==> src/rtl/gate_truth_sweeper_pkg.sv <==
// Shared encodings for the gate truth sweeper: mode codes, FSM states and
// the mode sanitiser applied when a sweep request is latched.
package gate_sweep_pkg;

   localparam logic [2:0] MODE_AND  = 3'd0;
   localparam logic [2:0] MODE_OR   = 3'd1;
   localparam logic [2:0] MODE_NAND = 3'd2;
   localparam logic [2:0] MODE_NOR  = 3'd3;
   localparam logic [2:0] MODE_XOR  = 3'd4;
   localparam logic [2:0] MODE_XNOR = 3'd5;

   localparam logic [1:0] ST_IDLE  = 2'd0;
   localparam logic [1:0] ST_APPLY = 2'd1;
   localparam logic [1:0] ST_DONE  = 2'd2;

   // Reserved codes 6 and 7 collapse to AND so the gate mux never sees them.
   function automatic logic [2:0] mode_sanitise(input logic [2:0] m);
      return (m > MODE_XNOR) ? MODE_AND : m;
   endfunction

endpackage

==> src/rtl/gate_truth_sweeper_if.sv <==
// Request/response bundle of the sweeper: start/mode in, vector, gate
// result, handshake flags and the captured truth table out.
interface gate_truth_sweeper_if #(
   parameter int N = 2
);
   logic                start;
   logic [2:0]          mode;
   logic [N-1:0]        vec_out;
   logic                gate_out;
   logic                busy;
   logic                done;
   logic [(1<<N)-1:0]   truth;
   logic                truth_valid;

   modport master (
      output start, mode,
      input  vec_out, gate_out, busy, done, truth, truth_valid
   );

   modport slave (
      input  start, mode,
      output vec_out, gate_out, busy, done, truth, truth_valid
   );
endinterface

==> src/rtl/gate_truth_sweeper_gate.sv <==
// N-input gate built purely from 2-input nand primitives. One reduction
// chain per base function (AND, OR, XOR); the inverted functions reuse the
// chain outputs through a nand-as-inverter, and a mode mux picks the result.
module nand_nway_gate
   import gate_sweep_pkg::*;
#(
   parameter int N = 2
) (
   input  logic [N-1:0] vec_i,
   input  logic [2:0]   mode_i,
   output logic         gate_o
);

   wire [N-1:0] and_c;
   wire [N-1:0] or_c;
   wire [N-1:0] xor_c;
   wire         and_n;
   wire         or_n;
   wire         xor_n;

   assign and_c[0] = vec_i[0];
   assign or_c[0]  = vec_i[0];
   assign xor_c[0] = vec_i[0];

   for (genvar k = 1; k < N; k++) begin : g_stage
      wire a_n, o_pn, o_in, x_t, x_a, x_b;
      // AND: nand followed by nand-inverter
      nand u_a0 (a_n, and_c[k-1], vec_i[k]);
      nand u_a1 (and_c[k], a_n, a_n);
      // OR: nand of the two inverted operands
      nand u_o0 (o_pn, or_c[k-1], or_c[k-1]);
      nand u_o1 (o_in, vec_i[k], vec_i[k]);
      nand u_o2 (or_c[k], o_pn, o_in);
      // XOR: classic four-nand cell
      nand u_x0 (x_t, xor_c[k-1], vec_i[k]);
      nand u_x1 (x_a, xor_c[k-1], x_t);
      nand u_x2 (x_b, vec_i[k], x_t);
      nand u_x3 (xor_c[k], x_a, x_b);
   end

   nand u_an (and_n, and_c[N-1], and_c[N-1]);
   nand u_on (or_n,  or_c[N-1],  or_c[N-1]);
   nand u_xn (xor_n, xor_c[N-1], xor_c[N-1]);

   // Select the chain output for the latched mode
   always_comb begin
      gate_o = and_c[N-1];
      case (mode_i)
         MODE_AND:  gate_o = and_c[N-1];
         MODE_OR:   gate_o = or_c[N-1];
         MODE_NAND: gate_o = and_n;
         MODE_NOR:  gate_o = or_n;
         MODE_XOR:  gate_o = xor_c[N-1];
         MODE_XNOR: gate_o = xor_n;
         default:   gate_o = and_c[N-1];
      endcase
   end

endmodule

==> src/rtl/gate_truth_sweeper.sv <==
// Self-sweeping gate characteriser: steps every N-bit input vector through
// the nand-built gate, holds each for HOLD cycles, captures the result into
// the truth register and signals completion with busy/done/truth_valid.
module gate_truth_sweeper
   import gate_sweep_pkg::*;
#(
   parameter int N    = 2,
   parameter int HOLD = 4
) (
   input  logic                   clk,
   input  logic                   rst_n,
   gate_truth_sweeper_if.slave    bus
);

   localparam int              HW        = $clog2(HOLD) + 1;
   localparam int              TW        = 1 << N;
   localparam logic [HW-1:0]   HOLD_LAST = HW'(HOLD - 1);
   localparam logic [N-1:0]    VEC_LAST  = {N{1'b1}};

   logic [1:0]    state_q, state_d;
   logic [N-1:0]  vec_q,   vec_d;
   logic [HW-1:0] hold_q,  hold_d;
   logic [2:0]    mode_q,  mode_d;
   logic [TW-1:0] truth_q, truth_d;
   logic          busy_q,  busy_d;
   logic          done_q,  done_d;
   logic          tv_q,    tv_d;
   logic          gate;

   nand_nway_gate #(.N(N)) u_gate (
      .vec_i  (vec_q),
      .mode_i (mode_q),
      .gate_o (gate)
   );

   // Next-state: accept in IDLE, count/capture/advance in APPLY, pulse in DONE
   always_comb begin
      state_d = state_q;
      vec_d   = vec_q;
      hold_d  = hold_q;
      mode_d  = mode_q;
      truth_d = truth_q;
      busy_d  = busy_q;
      done_d  = 1'b0;
      tv_d    = tv_q;
      case (state_q)
         ST_IDLE: begin
            if (bus.start) begin
               mode_d  = mode_sanitise(bus.mode);
               vec_d   = '0;
               hold_d  = '0;
               truth_d = '0;
               tv_d    = 1'b0;
               busy_d  = 1'b1;
               state_d = ST_APPLY;
            end
         end
         ST_APPLY: begin
            if (hold_q == HOLD_LAST) begin
               truth_d[vec_q] = gate;
               // Terminal compare ends the sweep; the vector never wraps
               if (vec_q == VEC_LAST) begin
                  state_d = ST_DONE;
                  busy_d  = 1'b0;
                  done_d  = 1'b1;
                  tv_d    = 1'b1;
               end else begin
                  vec_d  = vec_q + 1'b1;
                  hold_d = '0;
               end
            end else begin
               hold_d = hold_q + 1'b1;
            end
         end
         ST_DONE: begin
            state_d = ST_IDLE;
         end
         default: begin
            state_d = ST_IDLE;
         end
      endcase
   end

   // State registers; reset aborts a sweep and discards the partial table
   always_ff @(posedge clk or negedge rst_n) begin
      if (!rst_n) begin
         state_q <= ST_IDLE;
         vec_q   <= '0;
         hold_q  <= '0;
         mode_q  <= MODE_AND;
         truth_q <= '0;
         busy_q  <= 1'b0;
         done_q  <= 1'b0;
         tv_q    <= 1'b0;
      end else begin
         state_q <= state_d;
         vec_q   <= vec_d;
         hold_q  <= hold_d;
         mode_q  <= mode_d;
         truth_q <= truth_d;
         busy_q  <= busy_d;
         done_q  <= done_d;
         tv_q    <= tv_d;
      end
   end

   assign bus.vec_out     = vec_q;
   assign bus.gate_out    = gate;
   assign bus.busy        = busy_q;
   assign bus.done        = done_q;
   assign bus.truth       = truth_q;
   assign bus.truth_valid = tv_q;

endmodule

==> src/flat_wrapper.sv <==
// flat-port wrapper written by rule: the top's interface ports become plain ports
module gate_truth_sweeper_flat import gate_sweep_pkg::*;
#(
   parameter int N    = 2,
   parameter int HOLD = 4
)
  (clk, rst_n, bus_start, bus_mode, bus_vec_out, bus_gate_out, bus_busy, bus_done, bus_truth, bus_truth_valid);
  gate_truth_sweeper_if #(.N(N)) bus_i ();
  input  logic clk;
  input  logic rst_n;
  input wire logic [$bits(bus_i.start)-1:0] bus_start;
  input wire logic [$bits(bus_i.mode)-1:0] bus_mode;
  output wire logic [$bits(bus_i.vec_out)-1:0] bus_vec_out;
  output wire logic [$bits(bus_i.gate_out)-1:0] bus_gate_out;
  output wire logic [$bits(bus_i.busy)-1:0] bus_busy;
  output wire logic [$bits(bus_i.done)-1:0] bus_done;
  output wire logic [$bits(bus_i.truth)-1:0] bus_truth;
  output wire logic [$bits(bus_i.truth_valid)-1:0] bus_truth_valid;
  assign bus_i.start = bus_start;
  assign bus_i.mode = bus_mode;
  assign bus_vec_out = bus_i.vec_out;
  assign bus_gate_out = bus_i.gate_out;
  assign bus_busy = bus_i.busy;
  assign bus_done = bus_i.done;
  assign bus_truth = bus_i.truth;
  assign bus_truth_valid = bus_i.truth_valid;
  gate_truth_sweeper #(.N(N), .HOLD(HOLD)) u_core (.clk(clk), .rst_n(rst_n), .bus(bus_i));
endmodule
==> config.mk <==
export PLATFORM = sky130hd
export DESIGN_NAME = gate_truth_sweeper_flat
export DESIGN_NICKNAME = d
export VERILOG_FILES = /design/src/rtl/gate_truth_sweeper_pkg.sv /design/src/rtl/gate_truth_sweeper_if.sv /design/src/rtl/gate_truth_sweeper_gate.sv /design/src/rtl/gate_truth_sweeper.sv /design/src/flat_wrapper.sv
export SDC_FILE = /design/constraint.sdc
export NUM_CORES = 1
export LEC_CHECK = 0
export BUFFER_PORTS_ARGS = -buffer_cell sky130_fd_sc_hd__buf_2
export CAP_MARGIN = 20
export CORE_MARGIN = 2
export CORE_UTILIZATION = 55
export DETAILED_ROUTE_END_ITERATION = 8
export HOLD_SLACK_MARGIN = 0.02
export PLACE_DENSITY = 0.91
export SYNTH_ARGS = -nofsm -noshare
export SYNTH_HDL_FRONTEND = slang
export SYNTH_SLANG_ARGS = --single-unit
==> constraint.sdc <==
create_clock -name clk -period 2.7 [get_ports clk]
set_input_delay 0 -clock clk [delete_from_list [all_inputs] [get_ports clk]]
set_output_delay 0 -clock clk [all_outputs]
set_load 0.02 [all_outputs]
* Word-level counts from Yosys, hierarchy flattened
Cells that the tools add are included.
** Word-level totals
- Bits in registers :: 17
- Bits of input ports :: 6
- Output and inout port bits :: 10
- Logic and storage cells :: 78
** Operators by class
- $add $sub $neg :: 2
- $lt $le $gt $ge :: 3
- Equal/unequal tests :: 13
- Mux-type cells :: 31
- Bitwise logic cells :: 12
- Reductions and logical operators :: 9
** Operators by type and width (count)
- 2-bit 2-to-1 mux :: 6
- 3-bit 2-to-1 mux :: 4
- 1-bit 2-to-1 mux :: 10
- 3-bit by 2-bit == test with 1-bit output (second input constant) :: 3
- 3-bit AND reduction :: 3
- 4-bit 2-to-1 mux :: 2
- 2-bit one-hot mux with 2 select lines :: 2
- 4-bit one-hot mux with 2 select lines :: 1
- 4-bit AND reduction :: 2
- 1-bit inverter :: 7
- 3-bit == test (second input constant) :: 2
- 3-bit one-hot mux with 2 select lines :: 1
- 1-bit AND :: 5
- 1-bit one-hot mux with 5 select lines :: 1
- 4-bit bitwise mux :: 1
- 2-bit by 1-bit != test with 1-bit output (second input constant) :: 2
- 2-bit != test (second input constant) :: 2
- 1-bit one-hot mux with 2 select lines :: 2
- 3-bit by 1-bit adder with 3-bit output (second input constant) :: 1
- 3-bit by 1-bit == test with 1-bit output (second input constant) :: 1
- 3-bit > comparator (second input constant) :: 1
- 2-bit by 3-bit < comparator with 1-bit output (second input constant) :: 1
- 3-bit != test (second input constant) :: 1
- 2-bit by 1-bit adder with 2-bit output (second input constant) :: 1
- 8 further kinds :: 8

* Longest topological paths before layout
- Word-level depth :: 10
- Mapped depth :: 6

* Hierarchy
From an unflattened synthesis, not the netlist that was laid out.
** Second synthesis, totals
- Cell total of the unflattened synthesis :: 90
- Area, all modules :: 947.2 sq um
** Modules (own cells, without submodules)
- gate_truth_sweeper :: times used 1, cells an instance 75, area each 840.8 sq um
- nand_nway_gate :: times used 1, cells an instance 15, area each 106.4 sq um

* Least setup slack after synthesis
No wires, ideal clock.
- Kind :: flip-flop to flip-flop
- Start :: reg u_core.vec_q[0], in the netlist u_core.bus.vec_out[0]
- End :: reg u_core.truth_q[0], in the netlist u_core.bus.truth[0]
- Arrival :: 1.602 ns
- Setup slack :: 0.967 ns
- Stages on the path, launching flop included :: 7
- Period minus slack after synthesis :: 1.733 ns
- Cell sequence :: dfrtp_1 inv_1 ha_1 xnor2_1 o32ai_1 nor3_1 o2bb2ai_1
** Between the ends
- Longest elaborated chain between the ends :: 10
- Elaborated cells on any way between the ends :: 20
- Those cells by class :: order compare: 2; mux: 6; bitwise: 11; reduce/logical: 1
** Ends and longest elaborated chain
- start, declared :: RTL line gate_truth_sweeper.sv:21 : logic [N-1:0] vec_q, vec_d;
- start signal, assigned :: RTL line gate_truth_sweeper.sv:97 : vec_q <= vec_d;
- 1-bit AND :: RTL line gate_truth_sweeper_gate.sv:28, gate_truth_sweeper_gate.sv:35
- 1-bit inverter :: RTL line gate_truth_sweeper_gate.sv:35, gate_truth_sweeper_gate.sv:41
- 1-bit AND, on equally long branches :: RTL line gate_truth_sweeper_gate.sv:36, gate_truth_sweeper_gate.sv:37
- 1-bit inverter, on equally long branches :: RTL line gate_truth_sweeper_gate.sv:36, gate_truth_sweeper_gate.sv:37
- 1-bit AND :: RTL line gate_truth_sweeper_gate.sv:38 : nand u_x3 (xor_c[k], x_a, x_b);
- 1-bit inverter :: RTL line gate_truth_sweeper_gate.sv:38
- 1-bit one-hot mux with 5 select lines :: RTL line gate_truth_sweeper_gate.sv:48 : case (mode_i)
- 4-bit bitwise mux (*) :: RTL line gate_truth_sweeper.sv:60 : truth_d[vec_q] = gate;
- 4-bit 2-to-1 mux (*) :: RTL line gate_truth_sweeper.sv:59 : if (hold_q == HOLD_LAST) begin
- 4-bit one-hot mux with 2 select lines (*) :: RTL line gate_truth_sweeper.sv:46 : case (state_q)
- end signal, assigned :: RTL line gate_truth_sweeper.sv:100 : truth_q <= truth_d;
- end, declared :: RTL line gate_truth_sweeper.sv:24 : logic [TW-1:0] truth_q, truth_d;
Every way passes the cells marked *; elsewhere a longest branch is shown, timed or not. The select of a mux whose other input is x is not followed.
A chain may end at the register's enable or synchronous reset.

* Worst setup path in the final report
- Start :: reg u_core.vec_q[0], in the netlist u_core.bus.vec_out[0]
- End :: out bus_gate_out
** Between the ends
- Longest elaborated chain between the ends :: 7
- Elaborated cells on any way between the ends :: 12
- Those cells by class :: mux: 1; bitwise: 11
** Ends and longest elaborated chain
- 1-bit AND :: RTL line gate_truth_sweeper_gate.sv:28, gate_truth_sweeper_gate.sv:35
- 1-bit inverter :: RTL line gate_truth_sweeper_gate.sv:35, gate_truth_sweeper_gate.sv:41
- 1-bit AND, on equally long branches :: RTL line gate_truth_sweeper_gate.sv:36, gate_truth_sweeper_gate.sv:37
- 1-bit inverter, on equally long branches :: RTL line gate_truth_sweeper_gate.sv:36, gate_truth_sweeper_gate.sv:37
- 1-bit AND :: RTL line gate_truth_sweeper_gate.sv:38
- 1-bit inverter :: RTL line gate_truth_sweeper_gate.sv:38
- 1-bit one-hot mux with 5 select lines (*) :: RTL line gate_truth_sweeper_gate.sv:48
- end, declared :: RTL line flat_wrapper.sv:14 : output wire logic [$bits(bus_i.gate_out)-1:0] bus_gate_out;
Every way passes the cells marked *; elsewhere a longest branch is shown, timed or not.

==> results.json <==
{
  "status": "finished clean",
  "post-route-period-util": 0.779,
  "die_h_microns": 44.7,
  "die_area_sq_um": 2000,
  "setup.worst_path.class": "reg -> out",
  "required_ns": 2.70,
  "ctsResizeCount": 0,
  "synth_compound_area_frac": 0.182,
  "syn_inst": 98,
  "drive_gt1_frac": 0.180,
  "hold_path.class": "in -> reg",
  "slowest_stage": "dfrtp_1",
  "vdd_drop_max_uv": 664,
  "synth_top_family_by_area": "simple AND/OR/NAND/NOR gates",
  "antenna_cells": 0,
  "multi_input_area_sq_um": 440,
  "synthFlopType": "dfrtp_1",
  "hold_viol": 0,
  "tightestPinTransition_ns": 0.411,
  "avgSynthCellArea_sq_um": 9.31,
  "cts_max_level": 1,
  "cp_max_fo": 5,
  "layoutNonFillerInstCount": 138,
  "yosysSeqAreaShare": 0.466,
  "post_drt_wl_per_cell_microns": 13.8,
  "avgViaCountPerCell": 5.78,
  "start_kind": "flip-flop",
  "maxCapViolations": 0,
  "hold_ws_ns": 0.0639,
  "via_count": 798,
  "grt_max_degree": 18,
  "yosys_warnings": 0,
  "place_congestion": 0.831,
  "synth_xor_area_frac": 0.00960,
  "netlist_area_sq_um": 912,
  "cp_common_cell": "inv_1",
  "antenna_found_initial": 0,
  "setup_viol": 0,
  "crit_path_end_kind": "primary output",
  "area_growth_pct": 19.5,
  "arrival_ns": 2.10,
  "place_area_sq_um": 1000,
  "min_delay_path_depth": 3,
  "final_net_count": 134,
  "layout_commonest_cell": "dfrtp_1",
  "maxSlewHeadroom": 0.719,
  "synth-simple-area-share": 0.211,
  "cts_tree": "done",
  "synth_fa_ha_area_frac": 0.0686,
  "final-seq-area_sq_um": 425,
  "total_leakage_power_nw": 0.546,
  "dr.pass1.iters": 4,
  "cts_setup_buffers": 0,
  "synthMuxAreaShare": 0.0110,
  "max_freq_ghz": 0.475,
  "cts_buffers": 3,
  "setup_tns_ns": 0,
  "slowest_delay_ns": 0.42,
  "initial_core_util": 0.599,
  "clock_skew_ns": 0.0113,
  "cp.depth": 7,
  "pre_cts_slack_ns": 0.945,
  "hpwl_microns": 1320,
  "nFillCells": 119,
  "ys_types": 30,
  "crit_buf_inv": 3,
  "clock-root-buffer": "clkbuf_4",
  "synth_fp_nets": 109,
  "grt-ovfl-total": 0,
  "clkTransAtPathRegs_ns": 0.11,
  "power_density_nw_per_um2": 1150,
  "core_sq_um": 1520,
  "final_cell_mix": "dfrtp_1, buf_2, inv_1, nand2_1, nor2_1",
  "die_w_microns": 44.7,
  "fin_ws_ns": 0.597,
  "drtAntennaViolNets": 0,
  "rsz0062_at_grt": "false",
  "slew_viol_final": 0,
  "path_cells": "inv_1 -> ha_1 -> xnor2_1 -> o32ai_1 -> nor3_1 -> inv_1 -> buf_2",
  "async_flop_share": 1.00,
  "cts_hold_buffers": 6,
  "drt-total-wl_microns": 1910,
  "worstRegToRegCells": 5,
  "dr.first_iter.drc_count": 17,
  "grtUsageTotal": 0.227,
  "insertion_delay_ns": 0.30,
  "port_buffers": 15,
  "grt_pass1_vias": 794,
  "grt_pass1_wl_microns": 3250,
  "cpLargestDelayFamily": "flip-flops",
  "drc": 0,
  "clock_path_buffers": 2,
  "num_rows": 14,
  "stdcell_area_sq_um": 1090,
  "finalCriticalPeriod_ns": 2.10,
  "numClockSinks": 17,
  "synth_edf_count": 0,
  "io_pins": 16,
  "yosys_register_bits": 17,
  "place_inst": 128
}
registers in the layout (all words and copies together), names as in the netlist:
register / count
u_core.hold_q: 3
u_core.bus.truth_valid: 1
u_core.bus.truth: 4
u_core.bus.vec_out: 2
u_core.mode_q: 3
u_core.bus.done: 1
u_core.state_q: 2
u_core.bus.busy: 1
cells in the mapped netlist, drive strengths merged, types with 2 or more instances:
master,count,area share
dfrtp,17,0.47
inv,11,0.045
nand2,11,0.045
nor2,9,0.037
o21ai,7,0.038
a21oi,6,0.037
ha,5,0.069
nand2b,4,0.036
nand3b,3,0.025
o2bb2ai,3,0.029
and3,2,0.014
nand3,2,0.011
nor2b,2,0.014
o22ai,2,0.014
cell families (layout without fill, tap and decap cells):
| group | count (synthesis) | count (layout) |
|---|---|---|
| buffers and inverters | 12 | 36 |
| muxes | 1 | 1 |
| and+or+nand+nor | 37 | 37 |
| AOI/OAI and AO/OA | 25 | 25 |
| DFF | 17 | 17 |
| xor gates and xnor gates | 1 | 1 |
| adders and majority gates | 5 | 5 |
layer usage:
layer  global-route usage  vias up  wire (microns)
li1                     -      388               -
met1                0.277      372             841
met2                0.388       32             929
met3               0.0320        6             108
met4                0.115        0              29
met5                    0        -               0
through the flow:
step	power [W]	utilization
after floorplan	0.000923	-
after global placement	0.00107	0.658
after detailed placement	0.00110	0.658
after CTS	0.00125	0.715
after global routing	0.00136	0.715
final	0.00125	0.715
tightest hold or removal path: cells and delay by family:
kind            cells  cell delay [ns]
compound gates      1             0.09
simple gates        1             0.11
buf+inv             1             0.12
path summary, 6_finish.rpt:
path | start | slack, ns | to
max in group asynchronous | rst_n | 2.28 | u_core.hold_q[1]
worst min-delay path | bus_start | 0.06 | u_core.bus.busy
worst max register to register | u_core.state_q[0] | 0.81 | u_core.mode_q[2]
worst min register to register | u_core.bus.truth[2] | 0.49 | u_core.bus.truth[2]
worst max-delay path | u_core.bus.vec_out[0] | 0.60 | bus_gate_out
min in group asynchronous | rst_n | 0.14 | u_core.mode_q[2]
report_power, final:
part	internal, W	leakage (nW)	switching (W)
Clock	0.0000551	0.0177	0.0000828
Sequential	0.000353	0.214	0.0000914
Combinational	0.000260	0.314	0.000411
Total	0.000669	0.546	0.000585
cell type report:
class / count / share of cell area
Multi-Input combinational cell: 69 / 0.404
Sequential cell: 17 / 0.390
Inverter: 11 / 0.0379
Clock inverter: 1 / 0.00459
Timing Repair Buffer: 21 / 0.124
Clock buffer: 3 / 0.0207
Tap cell: 16 / 0.0184
Power figures use the tool's default switching activity.
